**config.mk**
```make
export PLATFORM = sky130hd
export DESIGN_NAME = conv_accum_ctrl
export DESIGN_NICKNAME = d
export VERILOG_FILES = /design/src/rtl/conv_accum_ctrl.sv
export SDC_FILE = /design/constraint.sdc
export NUM_CORES = 1
export LEC_CHECK = 0
export ABC_AREA = 1
export BUFFER_PORTS_ARGS = -buffer_cell sky130_fd_sc_hd__buf_2
export CAP_MARGIN = 20
export CELL_PAD_IN_SITES_DETAIL_PLACEMENT = 2
export CELL_PAD_IN_SITES_GLOBAL_PLACEMENT = 2
export CORE_MARGIN = 1
export CORE_UTILIZATION = 31
export CTS_BUF_LIST = sky130_fd_sc_hd__clkbuf_4
export CTS_CLUSTER_SIZE = 30
export DETAILED_ROUTE_END_ITERATION = 16
export GPL_ROUTABILITY_DRIVEN = 0
export PLACE_DENSITY = 0.79
export SYNTH_ARGS = -nofsm -noshare
export SYNTH_HDL_FRONTEND = slang
export SYNTH_SLANG_ARGS = --single-unit
```
**constraint.sdc**
```tcl
create_clock -name clk -period 3.2 [get_ports clk]
set_input_delay 0 -clock clk [delete_from_list [all_inputs] [get_ports clk]]
set_output_delay 0 -clock clk [all_outputs]
set_load 0.05 [all_outputs]
```
**src/rtl/conv_accum_ctrl.sv**
```systemverilog
// rtl/conv_accum_ctrl.sv - shared adder-tree sequencer with per-group channel accumulation and bias (optional CONV_ACCUM_RELU_EN clamp)

// Two-stage pipelined adder tree with a fixed latency of two cycles.
// Stage 1 sums groups of GROUP elements. Stage 2 sums the group partials.
module conv_accum_tree #(
  parameter int DATA_WIDTH = 16,
  parameter int NUM_INPUTS = 27,
  parameter int OUT_WIDTH  = 21,
  parameter int GROUP      = 6
) (
  input  logic                             clk,
  input  logic                             rst_n,
  input  logic [DATA_WIDTH*NUM_INPUTS-1:0] i_data,
  input  logic                             i_valid,
  output logic [OUT_WIDTH-1:0]             o_data,
  output logic                             o_valid
);
  localparam int NUM_GRP = (NUM_INPUTS + GROUP - 1) / GROUP;

  logic [DATA_WIDTH-1:0] w_elem;
  logic [OUT_WIDTH-1:0]  w_part [NUM_GRP];
  logic [OUT_WIDTH-1:0]  r_part [NUM_GRP];
  logic                  r_valid1;
  logic [OUT_WIDTH-1:0]  w_total;
  logic [OUT_WIDTH-1:0]  r_total;
  logic                  r_valid2;

  // Sign-extend every element and fold it into its group's partial sum
  always_comb begin
    w_elem = '0;
    for (int g = 0; g < NUM_GRP; g++) begin
      w_part[g] = '0;
    end
    for (int k = 0; k < NUM_INPUTS; k++) begin
      w_elem = i_data[k*DATA_WIDTH +: DATA_WIDTH];
      w_part[k/GROUP] = w_part[k/GROUP]
                      + {{(OUT_WIDTH-DATA_WIDTH){w_elem[DATA_WIDTH-1]}}, w_elem};
    end
  end

  // Stage 1 register: the valid bit resets so in-flight beats are dropped on reset
  always_ff @(posedge clk or negedge rst_n) begin
    if (!rst_n) begin
      r_valid1 <= 1'b0;
      for (int g = 0; g < NUM_GRP; g++) begin
        r_part[g] <= '0;
      end
    end else begin
      r_valid1 <= i_valid;
      for (int g = 0; g < NUM_GRP; g++) begin
        r_part[g] <= w_part[g];
      end
    end
  end

  // Final reduction of the group partials
  always_comb begin
    w_total = '0;
    for (int g = 0; g < NUM_GRP; g++) begin
      w_total = w_total + r_part[g];
    end
  end

  // Stage 2 register
  always_ff @(posedge clk or negedge rst_n) begin
    if (!rst_n) begin
      r_valid2 <= 1'b0;
      r_total  <= '0;
    end else begin
      r_valid2 <= r_valid1;
      r_total  <= w_total;
    end
  end

  assign o_data  = r_total;
  assign o_valid = r_valid2;
endmodule

module conv_accum_ctrl #(
  parameter int DATA_WIDTH = 16,
  parameter int NUM_INPUTS = 27,
  parameter int ACC_WIDTH  = 32,
  parameter int MAX_CH     = 64
) (
  input  logic                             clk,
  input  logic                             rst_n,
  input  logic [DATA_WIDTH*NUM_INPUTS-1:0] s_data,
  input  logic                             s_valid,
  output logic                             s_ready,
  input  logic [$clog2(MAX_CH+1)-1:0]      cfg_num_ch,
  input  logic [DATA_WIDTH-1:0]            cfg_bias,
  output logic [ACC_WIDTH-1:0]             m_data,
  output logic                             m_valid,
  input  logic                             m_ready,
  output logic                             busy
);
  localparam int CW     = $clog2(MAX_CH+1);
  localparam int TREE_W = DATA_WIDTH + $clog2(NUM_INPUTS);

  localparam logic [1:0] S_IDLE  = 2'd0;
  localparam logic [1:0] S_ISSUE = 2'd1;
  localparam logic [1:0] S_DRAIN = 2'd2;
  localparam logic [1:0] S_OUT   = 2'd3;

  logic [1:0]            r_state;
  logic [1:0]            w_state_n;
  logic [CW-1:0]         r_issue_cnt;
  logic [CW-1:0]         r_res_cnt;
  logic [CW-1:0]         r_num_ch;
  logic [DATA_WIDTH-1:0] r_bias;
  logic [ACC_WIDTH-1:0]  r_acc;
  logic [ACC_WIDTH-1:0]  r_m_data;
  logic                  r_m_valid;

  logic                  w_accept;
  logic                  w_first;
  logic [CW-1:0]         w_cfg_num_ch;
  logic [CW-1:0]         w_num_ch;
  logic [DATA_WIDTH-1:0] w_bias;
  logic                  w_tree_ov;
  logic [TREE_W-1:0]     w_tree_od;
  logic                  w_last_res;
  logic [ACC_WIDTH-1:0]  w_base;
  logic [ACC_WIDTH-1:0]  w_sum;
  logic [ACC_WIDTH-1:0]  w_final;

  assign s_ready      = (r_state == S_IDLE) || (r_state == S_ISSUE);
  assign w_accept     = s_valid & s_ready;
  assign w_first      = (r_state == S_IDLE) & w_accept;
  assign w_cfg_num_ch = (cfg_num_ch == '0) ? CW'(1) : cfg_num_ch;

  // Bypass the freshly sampled config so a zero-latency tree sees the right group size and bias
  assign w_num_ch = w_first ? w_cfg_num_ch : r_num_ch;
  assign w_bias   = w_first ? cfg_bias : r_bias;

  conv_accum_tree #(
    .DATA_WIDTH (DATA_WIDTH),
    .NUM_INPUTS (NUM_INPUTS),
    .OUT_WIDTH  (TREE_W)
  ) u_tree (
    .clk     (clk),
    .rst_n   (rst_n),
    .i_data  (s_data),
    .i_valid (w_accept),
    .o_data  (w_tree_od),
    .o_valid (w_tree_ov)
  );

  assign w_last_res = w_tree_ov && (r_res_cnt == (w_num_ch - CW'(1)));
  assign w_base     = (r_res_cnt == '0)
                    ? {{(ACC_WIDTH-DATA_WIDTH){w_bias[DATA_WIDTH-1]}}, w_bias}
                    : r_acc;
  assign w_sum      = w_base + {{(ACC_WIDTH-TREE_W){w_tree_od[TREE_W-1]}}, w_tree_od};

  // Optional clamp of negative results, applied in the output register stage
  always_comb begin
    w_final = w_sum;
`ifdef CONV_ACCUM_RELU_EN
    if (w_sum[ACC_WIDTH-1]) begin
      w_final = '0;
    end
`endif
  end

  // Next-state logic; the final tree result overrides every other transition
  always_comb begin
    w_state_n = r_state;
    case (r_state)
      S_IDLE: begin
        if (w_accept) begin
          w_state_n = (w_cfg_num_ch == CW'(1)) ? S_DRAIN : S_ISSUE;
        end
      end
      S_ISSUE: begin
        if (w_accept && (r_issue_cnt == (r_num_ch - CW'(1)))) begin
          w_state_n = S_DRAIN;
        end
      end
      S_DRAIN: begin
        w_state_n = S_DRAIN;
      end
      default: begin
        if (m_ready) begin
          w_state_n = S_IDLE;
        end
      end
    endcase
    if (w_last_res && (r_state != S_OUT)) begin
      w_state_n = S_OUT;
    end
  end

  // State register and beat/config bookkeeping
  always_ff @(posedge clk or negedge rst_n) begin
    if (!rst_n) begin
      r_state     <= S_IDLE;
      r_issue_cnt <= '0;
      r_num_ch    <= '0;
      r_bias      <= '0;
    end else begin
      r_state <= w_state_n;
      if (w_first) begin
        r_issue_cnt <= CW'(1);
        r_num_ch    <= w_cfg_num_ch;
        r_bias      <= cfg_bias;
      end else if (w_accept) begin
        r_issue_cnt <= r_issue_cnt + CW'(1);
      end
    end
  end

  // Accumulate tree results and publish the group sum on the last one
  always_ff @(posedge clk or negedge rst_n) begin
    if (!rst_n) begin
      r_acc     <= '0;
      r_res_cnt <= '0;
      r_m_data  <= '0;
      r_m_valid <= 1'b0;
    end else begin
      if (w_tree_ov) begin
        if (w_last_res) begin
          r_res_cnt <= '0;
          r_m_data  <= w_final;
          r_m_valid <= 1'b1;
        end else begin
          r_acc     <= w_sum;
          r_res_cnt <= r_res_cnt + CW'(1);
        end
      end
      if ((r_state == S_OUT) && m_ready) begin
        r_m_valid <= 1'b0;
      end
    end
  end

  assign m_data  = r_m_data;
  assign m_valid = r_m_valid;
  assign busy    = (r_state != S_IDLE);
endmodule

```
==> flow_metrics.tcl <==
set metrics [dict create \
    status "finished with violations" \
    failed_checks "negative hold slack, max-capacitance violations, max-slew violations, negative setup slack" \
    drive_above_1_share 0.377 \
    routed_wl_microns 218000 \
    netlist-cell-type-count 47 \
    rrSetupSlack_ps -3240 \
    via_per_inst 5.88 \
    num_rows 107 \
    drt_iter0_drc 3779 \
    synth_warnings 0 \
    fp.dieH_microns 295 \
    synth.most_common_cell "inv_1" \
    cp-end-kind "flop" \
    arrival_ps 7370 \
    track_usage 0.329 \
    grt_pass1_vias 35600 \
    fin_worst_skew_ps 262 \
    io_pins 494 \
    drtAntennaViolNets 0 \
    required_ps 4120 \
    max_slew.worst_pin.slew_ps 2020 \
    h-tree-depth 3 \
    worst-path-max-fanout 9 \
    slew_viol_final 2 \
    holdWs_ps -141 \
    clock-root-buffer "clkbuf_4" \
    hold_violations 11 \
    post-route-min-period_ps 6440 \
    ys.flop_type "dfrtp_1" \
    synth_commonest_cells "936 x inv_1, 620 x nand2_1, 266 x fa_1, 241 x a21oi_1, 238 x ha_1" \
    nNetsFinal 5668 \
    die_area_sq_um 87200 \
    initial_core_util 0.313 \
    clkSinkCount 232 \
    max_freq_mhz 155 \
    ys_top_cells_by_area "dfrtp_1 22%, fa_1 20%, inv_1 13%" \
    syn_nets 4395 \
    vias 34900 \
    syn_area_per_cell_sq_um 7.77 \
    synth_top_cell_area_share 0.218 \
    cts_buffer_depth 3 \
    coreArea_sq_um 85100 \
    syn2layout_area_growth_pct 53.9 \
    ys_ff_latch 232 \
    min_path_type "primary input to flop" \
    grt_start_max_net_pins 81 \
    hpwl_microns 96500 \
    clock_latency_ps 1140 \
    syn_inst 3432 \
    io_buffers 493 \
    finalWorstSetupSlack_ps -3240 \
    grt-ovfl-total 0 \
    cts_tree "yes" \
    synth_edf_count 0 \
    path_class "flop to flop" \
    final_util 0.482 \
    syn-cell-area_sq_um 26700 \
    period_share 2.01 \
    clkSlewWorstSetupHoldPaths_ps 80 \
    setup_viol 123 \
    firstDrtPassIters 7 \
    post-route-drc-count 0 \
    rsz0062_at_grt "yes" \
    async_flop_share 1.00 \
    grt_pass1_wl_microns 217000 \
    routedWlPerCell_microns 36.7 \
    antenna_found_initial 42 \
    yosys.area.top_type "dfrtp_1" \
    cap_viol_max_count 1 \
    seq_area_frac_synth 0.218 \
    cp-start-kind "flop" \
    numCtsBuffers 70 \
    die_w_microns 295 \
    slew_headroom -0.347 \
]
sequential cells by signal (all words and copies together), names as in the netlist, 7 cells and up:
register,cells
r_num_ch,7
u_tree.r_part,105
r_bias,16
r_res_cnt,7
m_data,32
u_tree.o_data,21
r_acc,32
r_issue_cnt,7
kinds of logic after synthesis:
family          synth area share
flops                      0.218
xor+xnor                  0.0690
simple gates               0.156
compound gates             0.107
fa+ha+maj                  0.312
buf+inv                    0.138
metrics by stage:
| stage | cell area [sq um] | cells | setup slack [ps] | TNS, ps |
|---|---|---|---|---|
| after global routing | 41000 | 5925 | -2760 | -112200 |
| final | 41000 | 5944 | -3240 | -125060 |
| after detailed placement | 34200 | 5524 | -761 | -44650 |
| after global placement | 34200 | 5524 | -470 | -18600 |
| after CTS | 37700 | 5799 | -366 | -3440 |
| after floorplan | 26800 | 3432 | -51.2 | -168 |
what timing repair did:
item | 4_1_cts | 5_1_grt
gates cloned | 3 | 11
gates resized for setup | 276 | 592
setup endpoints to repair | 87 | 127
setup buffers | 50 | 97
endpoints found under the hold margin | 298 | 0
hold buffers | 107 | 0
pin swaps | 90 | 205
worst max-delay path, stage by stage, from the launching register on:
cell and delay [ps]:
dfrtp_1 410, inv_2 120, ha_4 160, inv_4 40, nor2_2 110, nand4_1 140, buf_4 190, buf_4 210
a21oi_1 1550, ha_2 650, nand2_1 140, nand2_1 150, a31oi_2 270, o21ai_2 180, inv_1 150, nand3_4 240
xor2_2 950, nand2_1 230, nand2_2 420
area by class of cell:
type	instances	area, sq um
Multi-Input combinational cell	2235	20200
Timing Repair inverter	5	80.1
Clock inverter	19	129
Timing Repair Buffer	1221	8880
Tap cell	1144	1430
Clock buffer	99	743
Sequential cell	232	5810
Inverter	940	3590
Antenna cell	49	123
Fill cell	9474	44100
layer usage:
metal / wire length, microns / vias up / track usage
met5: 1740 / - / 0
met4: 25900 / 54 / 0.214
met3: 26300 / 1717 / 0.0436
met2: 96500 / 2863 / 0.642
met1: 67300 / 17200 / 0.321
li1: - / 13100 / -
path summary, 6_finish.rpt:
| kind | startpoint | end | depth (start not counted) |
|---|---|---|---|
| max | r_res_cnt[0]$_DFFE_PN0P_ | m_data[23]$_DFFE_PN0P_ | 18 |
| min | s_data[191] | u_tree.r_part[81]$_DFF_PN0_ | 5 |
| max reg2reg | r_res_cnt[0]$_DFFE_PN0P_ | m_data[23]$_DFFE_PN0P_ | 18 |
| min reg2reg | u_tree.r_valid1$_DFF_PN0_ | u_tree.o_valid$_DFF_PN0_ | 0 |
| max in group asynchronous | rst_n | u_tree.r_part[91]$_DFF_PN0_ | 4 |
| min in group asynchronous | rst_n | u_tree.o_data[16]$_DFF_PN0_ | 4 |
placed cells by master, fill, tap and decap left out, types with 43 or more instances in the layout:
master / count
buf_2: 493
dfrtp_1: 231
dlygate4sd3_1: 103
nand2_1: 467
clkbuf_4: 99
inv_2: 52
o21ai_0: 82
xnor2_1: 56
xor2_1: 128
a21oi_1: 180
nand2_4: 54
diode_2: 49
inv_1: 880
nor2_1: 114
buf_6: 64
o21ai_2: 43
ha_1: 189
buf_4: 525
fa_1: 260
nand2_2: 102
nand3_1: 97
Power is not shown: default switching activity piles up to over one toggle a cycle in this logic, so the estimate is an artifact.
